## src/rtl/gemm_result_writer.sv

```systemverilog
// Write-back stage of the GeMM result path: buffers finished C blocks in a small FIFO and
// writes each one to C SRAM at base + m*N + n, pulsing done_o once the whole job is committed.
module gemm_result_writer #(
  parameter int unsigned AddrWidth = 16,
  parameter int unsigned DataWidth = 256,
  parameter int unsigned FifoDepth = 4
) (
  input  logic                   clk_i,
  input  logic                   rst_ni,
  input  logic                   start_i,
  input  logic [AddrWidth-1:0]   M_size_i,
  input  logic [AddrWidth-1:0]   N_size_i,
  input  logic [AddrWidth-1:0]   base_i,
  input  logic                   result_valid_i,
  input  logic [DataWidth-1:0]   result_data_i,
  input  logic [AddrWidth-1:0]   m_idx_i,
  input  logic [AddrWidth-1:0]   n_idx_i,
  output logic                   result_ready_o,
  output logic                   sram_req_o,
  input  logic                   sram_gnt_i,
  output logic                   sram_we_o,
  output logic [AddrWidth-1:0]   sram_addr_o,
  output logic [DataWidth-1:0]   sram_wdata_o,
  output logic                   busy_o,
  output logic                   done_o,
  output logic                   overflow_o,
  output logic [2*AddrWidth-1:0] written_cnt_o
);

  localparam int unsigned PtrW = (FifoDepth > 1) ? $clog2(FifoDepth) : 1;

  localparam logic [1:0] StIdle  = 2'd0;
  localparam logic [1:0] StDrain = 2'd1;
  localparam logic [1:0] StDone  = 2'd2;

  logic [1:0]             state_q, state_d;
  logic [AddrWidth-1:0]   n_size_q, n_size_d;
  logic [AddrWidth-1:0]   base_q, base_d;
  logic [2*AddrWidth-1:0] total_q, total_d;
  logic [2*AddrWidth-1:0] cnt_q, cnt_d;
  logic                   ovf_q, ovf_d;
  logic [PtrW:0]          wptr_q, wptr_d, rptr_q, rptr_d;

  logic [AddrWidth-1:0] addr_mem [FifoDepth];
  logic [DataWidth-1:0] data_mem [FifoDepth];

  logic                   empty, full, push, pop;
  logic [AddrWidth-1:0]   row_offs, push_addr;
  logic [2*AddrWidth-1:0] start_total;

  // Extra pointer bit distinguishes full from empty when the index bits match.
  assign empty = (wptr_q == rptr_q);
  assign full  = (wptr_q[PtrW] != rptr_q[PtrW]) && (wptr_q[PtrW-1:0] == rptr_q[PtrW-1:0]);

  assign result_ready_o = (state_q == StDrain) && !full;
  assign push           = result_valid_i && result_ready_o;
  assign sram_req_o     = (state_q == StDrain) && !empty;
  assign sram_we_o      = sram_req_o;
  assign pop            = sram_req_o && sram_gnt_i;

  assign row_offs    = m_idx_i * n_size_q;
  assign push_addr   = base_q + row_offs + n_idx_i;
  assign start_total = {{AddrWidth{1'b0}}, M_size_i} * {{AddrWidth{1'b0}}, N_size_i};

  assign sram_addr_o   = sram_req_o ? addr_mem[rptr_q[PtrW-1:0]] : '0;
  assign sram_wdata_o  = sram_req_o ? data_mem[rptr_q[PtrW-1:0]] : '0;
  assign busy_o        = (state_q != StIdle);
  assign done_o        = (state_q == StDone);
  assign overflow_o    = ovf_q;
  assign written_cnt_o = cnt_q;

  always_comb begin
    state_d  = state_q;
    n_size_d = n_size_q;
    base_d   = base_q;
    total_d  = total_q;
    cnt_d    = cnt_q;
    ovf_d    = ovf_q;
    wptr_d   = wptr_q + {{PtrW{1'b0}}, push};
    rptr_d   = rptr_q + {{PtrW{1'b0}}, pop};
    case (state_q)
      StIdle: begin
        if (start_i) begin
          n_size_d = N_size_i;
          base_d   = base_i;
          total_d  = start_total;
          cnt_d    = '0;
          ovf_d    = 1'b0;
          state_d  = (start_total == '0) ? StDone : StDrain;
        end
      end
      StDrain: begin
        if (result_valid_i && !result_ready_o) ovf_d = 1'b1;
        if (pop) begin
          cnt_d = cnt_q + 1'b1;
          if (cnt_d == total_q) state_d = StDone;
        end
      end
      StDone: begin
        // Drop any unexpected leftovers so the next job starts empty.
        rptr_d  = wptr_q;
        state_d = StIdle;
      end
      default: state_d = StIdle;
    endcase
  end

  always_ff @(posedge clk_i or negedge rst_ni) begin
    if (!rst_ni) begin
      state_q  <= StIdle;
      n_size_q <= '0;
      base_q   <= '0;
      total_q  <= '0;
      cnt_q    <= '0;
      ovf_q    <= 1'b0;
      wptr_q   <= '0;
      rptr_q   <= '0;
    end else begin
      state_q  <= state_d;
      n_size_q <= n_size_d;
      base_q   <= base_d;
      total_q  <= total_d;
      cnt_q    <= cnt_d;
      ovf_q    <= ovf_d;
      wptr_q   <= wptr_d;
      rptr_q   <= rptr_d;
    end
  end

  always_ff @(posedge clk_i) begin
    if (push) begin
      addr_mem[wptr_q[PtrW-1:0]] <= push_addr;
      data_mem[wptr_q[PtrW-1:0]] <= result_data_i;
    end
  end

endmodule

```

## config.mk

```make
export PLATFORM = sky130hd
export DESIGN_NAME = gemm_result_writer
export DESIGN_NICKNAME = d
export VERILOG_FILES = /design/src/rtl/gemm_result_writer.sv
export SDC_FILE = /design/constraint.sdc
export NUM_CORES = 2
export LEC_CHECK = 0
export BUFFER_PORTS_ARGS = -buffer_cell sky130_fd_sc_hd__buf_2
export CAP_MARGIN = 25
export CORE_AREA = 8 8 397 399
export DETAILED_ROUTE_END_ITERATION = 8
export DIE_AREA = 0 0 405 407
export GPL_ROUTABILITY_DRIVEN = 0
export SLEW_MARGIN = 20
export SYNTH_ARGS = -nofsm -noshare
export SYNTH_HDL_FRONTEND = slang
export SYNTH_SLANG_ARGS = --single-unit
```

## constraint.sdc

```tcl
create_clock -name clk_i -period 23 [get_ports clk_i]
set_clock_uncertainty 0.05 [all_clocks]
set_input_delay 2.3 -clock clk_i [delete_from_list [all_inputs] [get_ports clk_i]]
set_output_delay 2.3 -clock clk_i [all_outputs]
set_load 0.03 [all_outputs]
```

==> run metrics <==
Tmin final 8370 ps; prevailing post-synth register cell edfxtp_1; CTS clk-pin slew, worst paths 60 ps; Initial DRC Count 2,356; smallest hold slack 455 ps; initial antenna violation count 64; top cells by count, synth edfxtp_1 (1,088), inv_1 (415), nand2_1 (380); critical path required time 23,620 ps; outcome completed; # Post-CTS Setup Buffers 0; crit path max fanout 16; Worst Hold Class register to register; Syn Nets 4,799; worst-case clock buffer depth 3; Placed Cells 6,491; vias per cell 5.22; post-route ant nets 0; RSZ-0062 raised after global routing false; die area 0.165 mm²; asr flop ratio synth 8.80%; Congestion Overflow GR 0; Fin. Hold Viols 0; Seq/Total Area, Yosys 58.7%; chip width 405 µm; multi-input logic area 0.0225 mm²; Synth warnings 0; vias in the first global route 36,181; crit path kind primary input to register; Die Ht 407 µm; proportion of layout cells with a drive suffix above 1 24.9%; Synth area leader edfxtp_1; post-route insts no fill 6,760; largest net degree at the start of global routing 206; via count 35,254; H-tree levels 4; Tot GR Track Use 18.8%; CTS tree built; later-pin clock latency in the skew report 750 ps; final-layout fill cell count 13,346; DR WL/cell 23.3 µm; share of the synthesized area in the top cell type 54.3%; core area 0.151 mm²; CTS Sinks 1,193; Row Count 143; P&R area growth vs syn 16.0%; Starting Density 39.8%; post-synthesis register bit count 1,193; syn_area_per_cell 15.0 µm²; Post-synth EDFFs 1,088; Final TNS setup 0 ps; mapped cell area 0.0601 mm²; sequential cell area 0.0353 mm²; Top Ports 651; type of origin of the critical path primary input; Slew Limit Fails 0; part of the cycle the worst path needs 36.4%; Num CTS Buffers 130; final setup violation count 0; routed wire length 158,000 µm; port buffer count 650; cts repair resizes 0; maximum clock rate 119 MHz; top cells by area, synth edfxtp_1 (54%), mux4_2 (10%), fa_1 (10%); post-layout net count 5,398; crit path DAT 9000 ps; first-pass GRT wire length 235,000 µm; Post-Syn Instances 3,996; # DRC 0; CTS root buffer clkbuf_16; 1st-pass router iterations 5; number of hold buffers added after cts 0; relative slew slack 25.0%; Core Util, Final 46.1%; DP HPWL 109,000 µm; actual slew at the worst max-slew pin 1120 ps; post-synth cell types 79; Crit. End Element register; cell with the most instances after synthesis edfxtp_1; max capacitance violation total 0
path summary, 6_finish.rpt:
path | to | cells after the start | start | slack, ps
worst max-delay path | state_q[1] | 21 | M_size_i[9] | 14630
worst min-delay path | base_q[14] | 2 | base_q[14] | 460
worst max register to register | data_mem[2][129] | 10 | rptr_q[1] | 16930
worst min register to register | base_q[14] | 2 | base_q[14] | 460
max in group asynchronous | written_cnt_o[30] | 2 | rst_ni | 20110
min in group asynchronous | base_q[10] | 1 | rst_ni | 1480
cell usage in the layout (no fill, tap or decap), types with 10 or more instances in the layout:
master     count
and2_1       193
o31ai_1       25
inv_1        415
mux4_2       272
fa_1         302
nand2_1      380
nand4_1       14
clkinv_2      18
buf_4         32
clkinv_16     10
buf_2        649
o21ai_0      105
nand3_1       27
clkbuf_16    130
nor2b_1       10
clkinv_1      33
nor3_1        16
ha_1         160
clkbuf_1      27
diode_2       32
a21oi_1       47
dfrtp_1      103
and3_1       286
nor4_1        11
edfxtp_1    1088
xor2_1        22
nor2_1        61
xnor2_1       87
metrics by stage:
step / area [µm²] / setup WS [ps]
global route: 69700 / 14150
finish: 69700 / 14630
detailed placement: 65400 / 13960
CTS: 69600 / 14740
global placement: 65400 / 14080
floorplan: 60100 / 978
flip-flops by register name (all words and copies together), names as in the netlist:
name,flops
rptr_q,3
data_mem,1024
state_q,2
addr_mem,64
n_size_q,16
total_q,32
written_cnt_o,32
base_q,16
overflow_o,1
wptr_q,3
critical path: stages:
cell and delay, ps:
buf_2 330, nand2_1 140, fa_1 520, fa_1 530
fa_1 520, inv_1 40, ha_1 280, fa_1 490
inv_1 50, fa_1 470, inv_1 40, ha_1 380
a21oi_1 460, o211ai_1 260, a211oi_1 650, o21ai_0 220
a311oi_1 360, xnor2_1 200, nand4_1 130, nor4_1 410
a22o_1 200
logic make-up after synthesis:
family,after synthesis,share of synthesized area [%]
and+or+nand+nor,1042,9.04
xor gates and xnor gates,109,1.59
buffers and inverters,638,4.06
muxes,280,10.3
adders and majority gates,462,13.4
DFF,1193,58.7
AOI/OAI and AO/OA,272,2.90
metal layers:
metal  up-vias  GRT usage (%)  wire length (µm)
li1      15694              -                 -
met1     18153           25.3             66100
met2      1101           29.8             74600
met3       268           5.03             12100
met4        38           6.08              4570
met5         -              0               249
area by class of cell:
| class | instances | share of cell area (%) |
|---|---|---|
| Antenna cell | 32 | 0.115 |
| Clock buffer | 158 | 4.83 |
| Clock inverter | 77 | 1.15 |
| Inverter | 418 | 2.25 |
| Multi-Input combinational cell | 2165 | 32.2 |
| Sequential cell | 1193 | 50.6 |
| Tap cell | 2030 | 3.64 |
| Timing Repair Buffer | 687 | 5.20 |
Power is left out: the tool's default activity adds up to more than one toggle a clock period on the data nets, which glitch-free logic cannot reach.
